===== src/rtl/divider_pkg.sv =====
// Shared constants and types for the restoring divider.
package divider_pkg;

  // Default operand widths: 8-bit dividend/quotient, 4-bit divisor/remainder.
  localparam int DW_DEF = 8;
  localparam int VW_DEF = 4;

  // Controller states.
  typedef enum logic [1:0] {
    IDLE = 2'd0,
    BUSY = 2'd1,
    DONE = 2'd2
  } state_e;

  // Iteration counter width for a DW-bit dividend.
  function automatic int cnt_width(input int dw);
    return $clog2(dw + 1);
  endfunction

endpackage


===== src/rtl/restoring_divider_if.sv =====
// Start/ready/done handshake bundle for the restoring divider.
// Optional feature macro: DIVIDER_ZERO_CHECK_EN adds the dbz flag.
interface restoring_divider_if
  import divider_pkg::*;
#(
  parameter int DW = DW_DEF,
  parameter int VW = VW_DEF
);

  logic          start;
  logic [DW-1:0] dividend;
  logic [VW-1:0] divisor;
  logic          ready;
  logic          done;
  logic [DW-1:0] quotient;
  logic [VW-1:0] remainder;
`ifdef DIVIDER_ZERO_CHECK_EN
  logic          dbz;
`endif

  // Upstream controller side.
  modport master (
    output start, dividend, divisor,
    input  ready, done, quotient, remainder
`ifdef DIVIDER_ZERO_CHECK_EN
    , input dbz
`endif
  );

  // Divider side.
  modport slave (
    input  start, dividend, divisor,
    output ready, done, quotient, remainder
`ifdef DIVIDER_ZERO_CHECK_EN
    , output dbz
`endif
  );

endinterface


===== src/rtl/div_step.sv =====
// One restoring-division step: trial-subtract the divisor from the shifted
// partial remainder and keep the difference only when no borrow occurs.
module div_step
  import divider_pkg::*;
#(
  parameter int VW = VW_DEF
) (
  input  logic [VW:0]   r_in,
  input  logic [VW-1:0] divisor,
  output logic [VW-1:0] r_out,
  output logic          q_bit
);

  logic [VW:0]   carry;
  logic [VW-1:0] diff;

  // r_in - divisor as r_in + ~divisor + 1; carry-out set means no borrow.
  assign carry[0] = 1'b1;

  for (genvar i = 0; i < VW; i++) begin : g_sub
    full_adder u_fa (
      .a    (r_in[i]),
      .b    (~divisor[i]),
      .cin  (carry[i]),
      .s    (diff[i]),
      .cout (carry[i+1])
    );
  end

  // The divisor's extended MSB is 0 (inverted: 1), so the top stage reduces
  // to an OR for the carry-out. Its sum bit is always 0 after a successful
  // subtraction, and the kept remainder is below the divisor, so the next R
  // fits in VW bits.
  assign q_bit = r_in[VW] | carry[VW];
  assign r_out = q_bit ? diff : r_in[VW-1:0];

endmodule


===== src/rtl/full_adder.sv =====
// One-bit full adder cell used to build ripple arithmetic.
module full_adder (
  input  logic a,
  input  logic b,
  input  logic cin,
  output logic s,
  output logic cout
);

  assign s    = a ^ b ^ cin;
  assign cout = (a & b) | (a & cin) | (b & cin);

endmodule


===== src/rtl/restoring_divider.sv =====
// Sequential unsigned restoring divider, one quotient bit per clock.
// Optional feature macro: DIVIDER_ZERO_CHECK_EN short-circuits a zero divisor
// straight to DONE and raises dbz for that done pulse.
module restoring_divider
  import divider_pkg::*;
#(
  parameter int DW = DW_DEF,
  parameter int VW = VW_DEF
) (
  input  logic clk,
  input  logic rst,
  restoring_divider_if.slave bus
);

  localparam int CW = cnt_width(DW);

  state_e        state_q, state_d;
  logic [DW-1:0] dvd_q, dvd_d;   // dividend shifts out MSB-first, quotient shifts in
  logic [VW-1:0] dvs_q, dvs_d;
  logic [VW-1:0] rem_q, rem_d;   // partial remainder R (always < divisor)
  logic [CW-1:0] cnt_q, cnt_d;
  logic [DW-1:0] quo_q, quo_d;
  logic [VW-1:0] remo_q, remo_d;
`ifdef DIVIDER_ZERO_CHECK_EN
  logic          dbz_q, dbz_d;
`endif

  logic          accept;
  logic          last_iter;
  logic          zero_div;
  logic [VW:0]   r_shift;
  logic [VW-1:0] r_next;
  logic          q_bit;

  assign accept    = (state_q == IDLE) && bus.start;
  assign last_iter = (cnt_q == CW'(DW - 1));
  assign r_shift   = {rem_q, dvd_q[DW-1]};

`ifdef DIVIDER_ZERO_CHECK_EN
  assign zero_div = (bus.divisor == '0);
`else
  assign zero_div = 1'b0;
`endif

  div_step #(.VW(VW)) u_step (
    .r_in    (r_shift),
    .divisor (dvs_q),
    .r_out   (r_next),
    .q_bit   (q_bit)
  );

  // State register.
  // NOTE: sequential state uses non-blocking (<=) so every flop samples the
  // pre-edge value; blocking here would create order-dependent races.
  always_ff @(posedge clk) begin
    if (rst) state_q <= IDLE;
    else     state_q <= state_d;
  end

  // Next-state logic.
  // NOTE: every combinational output gets a default first, so no path
  // leaves it unassigned and no latch is inferred.
  always_comb begin
    state_d = state_q;
    unique case (state_q)
      IDLE:    if (accept) state_d = zero_div ? DONE : BUSY;
      BUSY:    if (last_iter) state_d = DONE;
      DONE:    state_d = IDLE;
      default: state_d = IDLE;
    endcase
  end

  // Datapath next values: load at accept, iterate while busy, publish on the last step.
  always_comb begin
    dvd_d  = dvd_q;
    dvs_d  = dvs_q;
    rem_d  = rem_q;
    cnt_d  = cnt_q;
    quo_d  = quo_q;
    remo_d = remo_q;
`ifdef DIVIDER_ZERO_CHECK_EN
    dbz_d  = dbz_q;
`endif
    if (accept) begin
      dvd_d = bus.dividend;
      dvs_d = bus.divisor;
      rem_d = '0;
      cnt_d = '0;
`ifdef DIVIDER_ZERO_CHECK_EN
      dbz_d = zero_div;
      if (zero_div) begin
        quo_d  = '1;
        remo_d = bus.dividend[VW-1:0];
      end
`endif
    end else if (state_q == BUSY) begin
      dvd_d = {dvd_q[DW-2:0], q_bit};
      rem_d = r_next;
      cnt_d = cnt_q + CW'(1);
      if (last_iter) begin
        quo_d  = {dvd_q[DW-2:0], q_bit};
        remo_d = r_next;
      end
    end
  end

  // Datapath registers; reset clears operands and results so an aborted
  // division leaves nothing visible.
  always_ff @(posedge clk) begin
    if (rst) begin
      dvd_q  <= '0;
      dvs_q  <= '0;
      rem_q  <= '0;
      cnt_q  <= '0;
      quo_q  <= '0;
      remo_q <= '0;
`ifdef DIVIDER_ZERO_CHECK_EN
      dbz_q  <= 1'b0;
`endif
    end else begin
      dvd_q  <= dvd_d;
      dvs_q  <= dvs_d;
      rem_q  <= rem_d;
      cnt_q  <= cnt_d;
      quo_q  <= quo_d;
      remo_q <= remo_d;
`ifdef DIVIDER_ZERO_CHECK_EN
      dbz_q  <= dbz_d;
`endif
    end
  end

  // Outputs decoded from the registered state and result registers.
  always_comb begin
    bus.ready     = (state_q == IDLE);
    bus.done      = (state_q == DONE);
    bus.quotient  = quo_q;
    bus.remainder = remo_q;
`ifdef DIVIDER_ZERO_CHECK_EN
    bus.dbz       = dbz_q && (state_q == DONE);
`endif
  end

endmodule


===== src/flat_wrapper.sv =====
// flat-port wrapper written by rule: the top's interface ports become plain ports
module restoring_divider_flat import divider_pkg::*;
#(
  parameter int DW = DW_DEF,
  parameter int VW = VW_DEF
)
  (clk, rst, bus_start, bus_dividend, bus_divisor, bus_ready, bus_done, bus_quotient, bus_remainder);
  restoring_divider_if #(.DW(DW), .VW(VW)) bus_i ();
  input  logic clk;
  input  logic rst;
  input wire logic [$bits(bus_i.start)-1:0] bus_start;
  input wire logic [$bits(bus_i.dividend)-1:0] bus_dividend;
  input wire logic [$bits(bus_i.divisor)-1:0] bus_divisor;
  output wire logic [$bits(bus_i.ready)-1:0] bus_ready;
  output wire logic [$bits(bus_i.done)-1:0] bus_done;
  output wire logic [$bits(bus_i.quotient)-1:0] bus_quotient;
  output wire logic [$bits(bus_i.remainder)-1:0] bus_remainder;
  assign bus_i.start = bus_start;
  assign bus_i.dividend = bus_dividend;
  assign bus_i.divisor = bus_divisor;
  assign bus_ready = bus_i.ready;
  assign bus_done = bus_i.done;
  assign bus_quotient = bus_i.quotient;
  assign bus_remainder = bus_i.remainder;
  restoring_divider #(.DW(DW), .VW(VW)) u_core (.clk(clk), .rst(rst), .bus(bus_i));
endmodule

===== config.mk =====
export PLATFORM = sky130hd
export DESIGN_NAME = restoring_divider_flat
export DESIGN_NICKNAME = d
export VERILOG_FILES = /design/src/rtl/divider_pkg.sv /design/src/rtl/restoring_divider_if.sv /design/src/rtl/div_step.sv /design/src/rtl/full_adder.sv /design/src/rtl/restoring_divider.sv /design/src/flat_wrapper.sv
export SDC_FILE = /design/constraint.sdc
export NUM_CORES = 1
export LEC_CHECK = 0
export CORE_MARGIN = 2
export CORE_UTILIZATION = 46
export CTS_CLUSTER_DIAMETER = 40
export DETAILED_ROUTE_END_ITERATION = 7
export PLACE_DENSITY = 0.71
export SETUP_SLACK_MARGIN = 0.1
export SYNTH_ARGS = -nofsm -noshare
export SYNTH_HDL_FRONTEND = slang
export SYNTH_HIERARCHICAL = 1
export SYNTH_SLANG_ARGS = --single-unit

===== constraint.sdc =====
create_clock -name clk -period 5.5 [get_ports clk]
set_clock_uncertainty 0.05 [all_clocks]
set_input_delay 0.55 -clock clk [delete_from_list [all_inputs] [get_ports clk]]
set_output_delay 0.55 -clock clk [all_outputs]
set_load 0.01 [all_outputs]

==> qor.yml <==
drv_slew: 0
stdcell_area_sq_um: 2050
crit_arrival_ps: 3030
synth-seq-cells: 34
ctsHoldBuffers: 0
cts_setup_buffers: 0
drt_iter0_drc: 60
io_pins: 29
postLayoutSetupSlackWorst_ps: 2570
cp-start-kind: "register"
overflow: 0
leakage_nw: 0.719
area_growth_pct: 20.8
cts_buffers: 5
setup_violations: 0
place_inst: 246
yosys_warnings: 6
ant_nets: 0
yosysSeqAreaShare: 0.401
yosysUniqueCellTypes: 30
pre_cts_slack_ps: 2600
crit_top_cell: "fa_1"
netlist_area_sq_um: 1700
instances_no_fill: 252
yosysTopAreaCellShare: 0.401
path_buf_inv: 1
synthTopCellsByCount: "34 x dfxtp_1, 32 x nand2b_1, 16 x mux2i_1"
yosysMostFrequentCell: "dfxtp_1"
clock_path_buffers: 2
p_per_area_nw_per_um2: 259
yosysTopAreaCell: "dfxtp_1"
worstPathCellList: "inv_1 -> fa_1 -> fa_1 -> fa_1 -> fa_1 -> nor2_4 -> mux2_2 -> nand2b_1 -> mux2i_1"
cts_resized: 0
slowest_delay_ps: 440
initial_core_util: 0.471
cp-end-kind: "register"
cts-root-buf: "clkbuf_8"
fin_total_pwr_mw: 0.532
die_x_um: 64.8
drive_above_1_share: 0.123
cts.htree.levels: 2
clock.fmax_ghz: 0.341
grt_pass1_wl_mm: 5.71
synth.area.top_cells: "dfxtp_1 40%, nand2b_1 12%, mux2i_1 9.4%"
crit_type: "register to register"
core_sq_um: 3610
clk_pin_slew_ps: 60
tns_ps: 0
synth_edf_count: 0
fin_crit_ps: 2930
wl_per_cell_um: 12.8
slowest_stage: "fa_1"
synth_nets: 200
max_cap_viol_count: 0
via_count: 1244
die_y_um: 64.8
hold_violations: 0
crit_start: "u_core/dvs_q[0]"
diodes: 0
maxSlewHeadroom: 0.520
syn_area_per_cell_sq_um: 9.43
grt_usage: 0.176
synth-main-ff-cell: "dfxtp_1"
crit_path_max_fanout: 5
io_buffers: 28
insertion_delay_ps: 280
grt_setup_unrepaired: "no"
placed_area_sq_um: 1970
clock-sinks: 34
fin_crit_sh: 0.533
cpLargestDelayFamily: "adder cells"
tightest_slew_ps: 718
async_reset_ff_frac: 0
hold_path.class: "register to register"
tritoncts: "done"
gp_congestion: 0.720
worstHoldStart: "u_core/bus.remainder[3]"
reg2reg_from: "u_core/dvs_q[0]"
fin_nets: 225
ir_worst_vdd_uv: 188
avgViaCountPerCell: 4.94
antenna_found_initial: 0
syn_inst: 180
die-area_sq_um: 4190
drcViolationCount: 0
required_ps: 5600
dp_hpwl_mm: 2.31
grt_pass1_vias: 1249
status: "finished, final reports clean"
core.rowCount: 22
nFillCells: 349
drt_wl_total_mm: 3.24
grt_max_degree: 40
dr.pass1.iters: 4
[flip-flops by register name (all words and copies together) (netlist names)]
register,count
u_core/dvs_q,4
u_core/cnt_q,4
u_core/state_q,2
u_core/rem_q,4
u_core/bus.remainder,4
u_core/dvd_q,8
u_core/bus.quotient,8
[metrics by stage]
| step | util | hold slack (ps) |
|---|---|---|
| 6_report | 0.569 | 424 |
| 5_1_grt | 0.569 | 455 |
| 4_1_cts | 0.569 | 427 |
| 3_5_place_dp | 0.546 | 412 |
| 3_3_place_gp | 0.546 | 408 |
| 2_1_floorplan | - | 401 |
[where the power goes]
part	switching, mW	internal (mW)
sequential	0.0110	0.257
clock	0.0807	0.0964
combinational	0.0406	0.0462
[final cells by class]
class	instances	area [sq um]	area share
clock buffers	6	82.6	0.0403
inverters	6	22.5	0.0110
well taps	48	60.1	0.0293
repair buffers	29	288	0.140
flip-flops and latches	34	681	0.332
multi-input cells	129	917	0.447
[path summary, 6_finish.rpt]
check | end | slack [ps] | cells past startpoint
setup / recovery | u_core/bus.remainder[1] | 2570 | 9
hold / removal | u_core/bus.remainder[3] | 420 | 2
setup reg to reg | u_core/bus.remainder[1] | 2570 | 9
hold reg to reg | u_core/bus.remainder[3] | 420 | 2
[worst register-to-register path, stage by stage (launching register included)]
cell	delay, ps
dfxtp_1	330
inv_1	60
fa_1	420
fa_1	390
fa_1	410
fa_1	440
nor2_4	190
mux2_2	380
nand2b_1	80
mux2i_1	60
[routing by layer]
metal  track usage  wire length (um)  share of wire  vias to the layer above
li1              -                 -              -                      640
met1         0.219              1500           0.46                      571
met2         0.287              1550           0.48                       27
met3        0.0521               137          0.042                        6
met4        0.0638                47          0.015                        0
met5             0                 0              0                        -
[logic make-up (layout without fill, tap and decap cells)]
family	Yosys count	count (layout)	share of synthesized area
AOI/OAI and AO/OA	18	18	0.0663
xor gates and xnor gates	2	2	0.0103
adders and majority gates	5	5	0.0545
buffers and inverters	17	41	0.0590
DFF	34	34	0.401
muxes	20	20	0.121
other	1	1	0.00221
and+or+nand+nor	83	83	0.286
[cell usage in the layout, fill, tap and decap left out, drive strengths merged, types with 6 or more instances in the layout]
master	n
or3b	7
nor2	17
clkdlybuf4s50	28
nand2b	32
a21oi	15
dfxtp	34
mux2i	16
nor3	8
nand2	11
clkbuf	6
inv	6
(Power assumes the default switching activity.)
